`src/rtl/instr_fetch_unit_pkg.sv`:
```
// Shared constants for the instruction fetch front end: opcodes, halt encoding,
// FSM state encoding and the branch offset helper.
package instr_fetch_unit_pkg;

   localparam logic [5:0]  OP_RTYPE  = 6'd0;
   localparam logic [5:0]  OP_J      = 6'd2;
   localparam logic [5:0]  OP_BEQ    = 6'd4;
   localparam logic [5:0]  OP_LW     = 6'd35;
   localparam logic [5:0]  OP_SW     = 6'd43;
   localparam logic [31:0] HALT_WORD = 32'hFFFF_FFFF;

   typedef enum logic [1:0] {
      IDLE  = 2'd0,
      FETCH = 2'd1,
      HOLD  = 2'd2,
      HALT  = 2'd3
   } ifu_state_e;

   // Word offset of a beq immediate, sign-extended and scaled to bytes.
   function automatic logic [31:0] beq_offset(input logic [15:0] imm);
      return {{14{imm[15]}}, imm, 2'b00};
   endfunction

endpackage

```
`src/rtl/instr_fetch_unit_if.sv`:
```
// Load port, run control and instruction stream between the fetch unit and its
// environment (program loader + mipscpu datapath).
interface instr_fetch_unit_if #(parameter int AW = 6);
   logic          load_en;
   logic [AW-1:0] load_addr;
   logic [31:0]   load_data;
   logic          start;
   logic          zero;
   logic [31:0]   instrword;
   logic          newinstr;
   logic [31:0]   pc;
   logic          running;
   logic          halted;

   modport master (
      output load_en, load_addr, load_data, start, zero,
      input  instrword, newinstr, pc, running, halted
   );

   modport slave (
      input  load_en, load_addr, load_data, start, zero,
      output instrword, newinstr, pc, running, halted
   );
endinterface

```
`src/rtl/instr_fetch_unit_mem.sv`:
```
// Instruction store: synchronous write, combinational read, no reset so a
// loaded program survives the unit being reset.
module instr_mem #(
   parameter int DEPTH = 64,
   parameter int AW    = $clog2(DEPTH)
) (
   input  logic          clock,
   input  logic          we,
   input  logic [AW-1:0] waddr,
   input  logic [31:0]   wdata,
   input  logic [AW-1:0] raddr,
   output logic [31:0]   rdata
);
   logic [31:0] mem [DEPTH];

   always_ff @(posedge clock) begin
      if (we) mem[waddr] <= wdata;
   end

   assign rdata = mem[raddr];
endmodule

```
`src/rtl/instr_fetch_unit.sv`:
```
// PC, instruction memory and branch/jump logic feeding the mipscpu; issues one
// instruction every INSTR_CYCLES cycles until a halt word is fetched.
module instr_fetch_unit
   import instr_fetch_unit_pkg::*;
#(
   parameter int IMEM_DEPTH   = 64,
   parameter int INSTR_CYCLES = 6
) (
   input logic              clock,
   input logic              reset,
   instr_fetch_unit_if.slave bus
);
   localparam int AW = $clog2(IMEM_DEPTH);
   localparam int CW = $clog2(INSTR_CYCLES) + 1;

   ifu_state_e    state_q, state_d;
   logic [31:0]   pc_q, pc_d;
   logic [31:0]   instr_q, instr_d;
   logic          newinstr_q, newinstr_d;
   logic [CW-1:0] cnt_q, cnt_d;
   logic [31:0]   word;
   logic [31:0]   npc4, next_pc;
   logic          mem_we;

   // Loader may only touch the program while nothing is being fetched.
   assign mem_we = bus.load_en && ((state_q == IDLE) || (state_q == HALT));

   instr_mem #(.DEPTH(IMEM_DEPTH), .AW(AW)) u_imem (
      .clock (clock),
      .we    (mem_we),
      .waddr (bus.load_addr),
      .wdata (bus.load_data),
      .raddr (pc_q[AW+1:2]),
      .rdata (word)
   );

   always_ff @(posedge clock or negedge reset) begin
      if (!reset) begin
         state_q    <= IDLE;
         pc_q       <= '0;
         instr_q    <= '0;
         newinstr_q <= 1'b0;
         cnt_q      <= '0;
      end else begin
         state_q    <= state_d;
         pc_q       <= pc_d;
         instr_q    <= instr_d;
         newinstr_q <= newinstr_d;
         cnt_q      <= cnt_d;
      end
   end

   always_comb begin
      state_d = state_q;
      case (state_q)
         IDLE:    if (bus.start) state_d = FETCH;
         FETCH:   state_d = (word == HALT_WORD) ? HALT : HOLD;
         HOLD:    if (cnt_q == '0) state_d = FETCH;
         HALT:    if (bus.start) state_d = FETCH;
         default: state_d = IDLE;
      endcase
   end

   always_comb begin
      npc4 = pc_q + 32'd4;
      if ((instr_q[31:26] == OP_BEQ) && bus.zero)
         next_pc = npc4 + beq_offset(instr_q[15:0]);
      else if (instr_q[31:26] == OP_J)
         next_pc = {npc4[31:28], instr_q[25:0], 2'b00};
      else
         next_pc = npc4;
   end

   always_comb begin
      pc_d       = pc_q;
      instr_d    = instr_q;
      newinstr_d = 1'b0;
      cnt_d      = cnt_q;
      case (state_q)
         IDLE, HALT: if (bus.start) pc_d = '0;
         FETCH: begin
            if (word != HALT_WORD) begin
               instr_d    = word;
               newinstr_d = 1'b1;
               cnt_d      = CW'(INSTR_CYCLES - 2);
            end
         end
         HOLD: begin
            // zero is only meaningful here, in the last hold cycle.
            if (cnt_q != '0) cnt_d = cnt_q - CW'(1);
            else             pc_d  = next_pc;
         end
         default: ;
      endcase
   end

   assign bus.instrword = instr_q;
   assign bus.newinstr  = newinstr_q;
   assign bus.pc        = pc_q;
   assign bus.running   = (state_q == FETCH) || (state_q == HOLD);
   assign bus.halted    = (state_q == HALT);
endmodule

```
`src/flat_wrapper.sv`:
```
// flat-port wrapper written by rule: the top's interface ports become plain ports
module instr_fetch_unit_flat import instr_fetch_unit_pkg::*;
#(
   parameter int IMEM_DEPTH   = 64,
   parameter int INSTR_CYCLES = 6
)
  (clock, reset, bus_load_en, bus_load_addr, bus_load_data, bus_start, bus_zero, bus_instrword, bus_newinstr, bus_pc, bus_running, bus_halted);
  instr_fetch_unit_if #(.AW(6)) bus_i ();
  input logic clock;
  input logic reset;
  input wire logic [$bits(bus_i.load_en)-1:0] bus_load_en;
  input wire logic [$bits(bus_i.load_addr)-1:0] bus_load_addr;
  input wire logic [$bits(bus_i.load_data)-1:0] bus_load_data;
  input wire logic [$bits(bus_i.start)-1:0] bus_start;
  input wire logic [$bits(bus_i.zero)-1:0] bus_zero;
  output wire logic [$bits(bus_i.instrword)-1:0] bus_instrword;
  output wire logic [$bits(bus_i.newinstr)-1:0] bus_newinstr;
  output wire logic [$bits(bus_i.pc)-1:0] bus_pc;
  output wire logic [$bits(bus_i.running)-1:0] bus_running;
  output wire logic [$bits(bus_i.halted)-1:0] bus_halted;
  assign bus_i.load_en = bus_load_en;
  assign bus_i.load_addr = bus_load_addr;
  assign bus_i.load_data = bus_load_data;
  assign bus_i.start = bus_start;
  assign bus_i.zero = bus_zero;
  assign bus_instrword = bus_i.instrword;
  assign bus_newinstr = bus_i.newinstr;
  assign bus_pc = bus_i.pc;
  assign bus_running = bus_i.running;
  assign bus_halted = bus_i.halted;
  instr_fetch_unit #(.IMEM_DEPTH(IMEM_DEPTH), .INSTR_CYCLES(INSTR_CYCLES)) u_core (.clock(clock), .reset(reset), .bus(bus_i));
endmodule
```
`config.mk`:
```
export PLATFORM = sky130hd
export DESIGN_NAME = instr_fetch_unit_flat
export DESIGN_NICKNAME = d
export VERILOG_FILES = /design/src/rtl/instr_fetch_unit_pkg.sv /design/src/rtl/instr_fetch_unit_if.sv /design/src/rtl/instr_fetch_unit_mem.sv /design/src/rtl/instr_fetch_unit.sv /design/src/flat_wrapper.sv
export SDC_FILE = /design/constraint.sdc
export NUM_CORES = 2
export LEC_CHECK = 0
export CAP_MARGIN = 20
export CELL_PAD_IN_SITES_DETAIL_PLACEMENT = 1
export CELL_PAD_IN_SITES_GLOBAL_PLACEMENT = 2
export CORE_MARGIN = 4
export CORE_UTILIZATION = 57
export CTS_BUF_LIST = sky130_fd_sc_hd__clkbuf_4
export DETAILED_ROUTE_END_ITERATION = 6
export MAX_ROUTING_LAYER = met4
export PLACE_DENSITY_LB_ADDON = 0.1
export SYNTH_ARGS = -nofsm -noshare
export SYNTH_HDL_FRONTEND = slang
export SYNTH_SLANG_ARGS = --single-unit
```
`constraint.sdc`:
```
create_clock -name clock -period 15.6 [get_ports clock]
set_clock_uncertainty 0.2 [all_clocks]
set_input_delay 3.9 -clock clock [delete_from_list [all_inputs] [get_ports clock]]
set_output_delay 3.9 -clock clock [all_outputs]
set_load 0.005 [all_outputs]
```
==> flow_summary.json <==
{
  "antenna_found_initial": 26,
  "drive_gt1_share_pct": 34.61,
  "netlist_area_sq_um": 83940,
  "worstSetupPathType": "flop to output pin",
  "worstHoldStart": "u_core.cnt_q[1]$_DFFE_PN0P_",
  "dpl.hpwl_um": 141200,
  "root_buffer": "clkbuf_4",
  "ir_drop_mv": 0.1372,
  "via_per_inst": 6.657,
  "first_pass_iters": 7,
  "finish.utilization_pct": 64.66,
  "relSlewSlack_pct": 24.47,
  "cts_buffer_depth": 4,
  "fmax_mhz": 138.5,
  "ys_types": 75,
  "endpoint_kind": "output pin",
  "ios": 110,
  "route.detailed.drc": 0,
  "worstMarginPinSlew_ns": 1.130,
  "finalSetupViolations": 0,
  "fp.dieArea_sq_um": 153500,
  "instances_no_fill": 6667,
  "async_flop_share_pct": 3.259,
  "antenna_left": 0,
  "cts-buffers-inserted": 555,
  "grt_max_degree": 119,
  "cts_tree": "done",
  "grt.overflow.total": 0,
  "detail_route.iter0.violations": 6570,
  "die_x_um": 391.8,
  "die_y_um": 391.8,
  "rsz0062_at_grt": "false",
  "gp_congestion": 0.9062,
  "num_vias": 44380,
  "hold_buffers": 0,
  "start_kind": "flop",
  "wl_per_cell_um": 35.76,
  "syn_avg_cell_area_sq_um": 21.97,
  "ys_seq_area_share_pct": 75.32,
  "coreArea_sq_um": 145900,
  "cts_resized": 0,
  "power.density_nw_per_um2": 169.5,
  "port_buffers": 107,
  "crit_fanout": 5,
  "grt_pass1_wl_um": 337100,
  "cts_num_sinks": 2117,
  "num_rows": 140,
  "fin_nets": 4468,
  "drv_slew": 0,
  "startpoint": "u_core.state_q[0]$_DFFE_PN0P_",
  "dp.cells": 5720,
  "clk_latency_ns": 1.32,
  "status": "finished clean",
  "setup_tns_ns": 0,
  "fillCellCount": 11940,
  "wirelength_um": 238400,
  "post_cts_buffers": 0,
  "synth_edf_count": 2048,
  "netlist_instances": 3820,
  "synth_ff_type": "edfxtp_1",
  "r2r-start": "u_core.bus.pc[3]$_DFFE_PN0P_",
  "post-route-min-period_ns": 7.222,
  "finalHoldViolations": 0,
  "initial_core_util_pct": 57.53,
  "ys_warn_count": 0,
  "p_leak_uw": 0.03045,
  "hold_path_class": "flop to flop",
  "fin_crit_sh_pct": 46.29,
  "critPathRequiredTime_ns": 11.50,
  "htreeDepth": 6,
  "final_cell_area_sq_um": 94350,
  "dpl_cell_area_sq_um": 87250,
  "cp.arrival_ns": 3.12,
  "ys_ff_latch": 2117,
  "area_growth_pct": 12.40,
  "first_global_vias": 45720,
  "maxCapViolations": 0,
  "track_usage_pct": 32.50,
  "path_clk_slew_ns": 0.07
}
worst max-delay path: stages (launching register included):
cell	delay (ns)
dfrtp_1	0.43
inv_1	0.06
ha_1	0.43
inv_1	0.32
clkdlybuf4s50_1	0.58
per-stage QoR:
stage	worst slack, ns	hold slack (ns)	total power (uW)
2_1_floorplan	8.897	0.2889	9521
3_3_place_gp	8.087	0.3043	11360
3_5_place_dp	8.227	0.3409	11450
4_1_cts	8.283	0.3530	16040
5_1_grt	8.206	0.3813	16620
6_report	8.378	0.3512	15990
where the power goes:
group	switching [uW]	total, uW	internal, uW
logic	2890	4860	1970
registers	230	6530	6300
clock network	2210	4590	2380
metal layers:
metal / vias up / track usage (%) / routed length, um
met5: - / - / 0
met1: 23520 / 47.43 / 92820
li1: 17490 / - / -
met4: 0 / 10.72 / 7380
met2: 2994 / 46.07 / 110100
met3: 383 / 7.916 / 28160
path summary, 6_finish.rpt:
kind                                                       end  slack (ns)  depth (start not counted)
hold / removal                     u_core.cnt_q[1]$_DFFE_PN0P_        0.35                          1
setup reg to reg           u_core.bus.instrword[9]$_DFFE_PN0P_        8.57                         12
max in group asynchronous         u_core.bus.pc[4]$_DFFE_PN0P_       11.89                          1
setup / recovery                                   bus_running        8.38                          4
hold reg to reg                    u_core.cnt_q[1]$_DFFE_PN0P_        0.35                          1
min in group asynchronous        u_core.bus.pc[29]$_DFFE_PN0P_        2.55                          1
cells by family after synthesis:
logic type,count (synthesis),synth area share (%)
other cells,1,0.004467
xor+xnor,49,0.5112
fa+ha+maj,41,0.6201
flops,2117,75.32
buf+inv,227,1.675
compound gates,275,2.081
mux,752,17.82
simple gates,358,1.972
cells in the mapped netlist, types with 14 or more instances:
master | instances | share of area (%)
a211oi_1 | 14 | 0.13
dfrtp_1 | 69 | 2.1
edfxtp_1 | 2048 | 73
buf_6 | 23 | 0.31
nand4_1 | 15 | 0.11
mux2_2 | 30 | 0.40
clkbuf_1 | 57 | 0.25
nand2_1 | 86 | 0.38
ha_1 | 40 | 0.60
buf_4 | 45 | 0.40
inv_1 | 26 | 0.12
nand3_1 | 23 | 0.14
a21oi_1 | 74 | 0.44
o22ai_1 | 29 | 0.22
mux2i_1 | 127 | 1.5
buf_2 | 55 | 0.33
xnor2_1 | 31 | 0.32
nor2_1 | 158 | 0.71
o21ai_0 | 67 | 0.40
mux4_2 | 588 | 16
a21o_1 | 16 | 0.14
xor2_1 | 18 | 0.19
cell type report:
type	count	area, sq um	share of cell area (%)
clock buffers	761	5713	6.055
flip-flops and latches	2117	63240	67.03
diodes	11	27.53	0.02918
multi-input cells	1477	19810	21.00
repair buffers	203	2240	2.374
well taps	1917	2399	2.542
inverters	30	120.1	0.1273
clock inverters	151	800.8	0.8487
cell usage in the layout, fill, tap and decap left out, types with 16 or more instances in the layout:
cell             count
a21o_1              16
dfrtp_1             64
o22ai_1             29
ha_1                40
edfxtp_1          2048
xor2_1              18
buf_12              25
clkbuf_4           761
xnor2_1             31
o21ai_0             67
nor2_4              64
clkinv_2            16
clkinv_1           115
nand2_1             86
mux2_2              30
buf_4               74
mux4_2             588
nor2_1              93
a21oi_1             74
mux2i_1            127
nand3_1             21
buf_2               17
clkdlybuf4s50_1     74
inv_1               26
sequential cells by signal, summed over array words and instances (netlist names):
name                  count
u_core.bus.newinstr       1
u_core.cnt_q              4
u_core.bus.pc            30
u_core.state_q            2
u_core.bus.instrword     32
u_core.u_imem.mem      2048
Note: power is estimated with default switching activity, not from simulation.
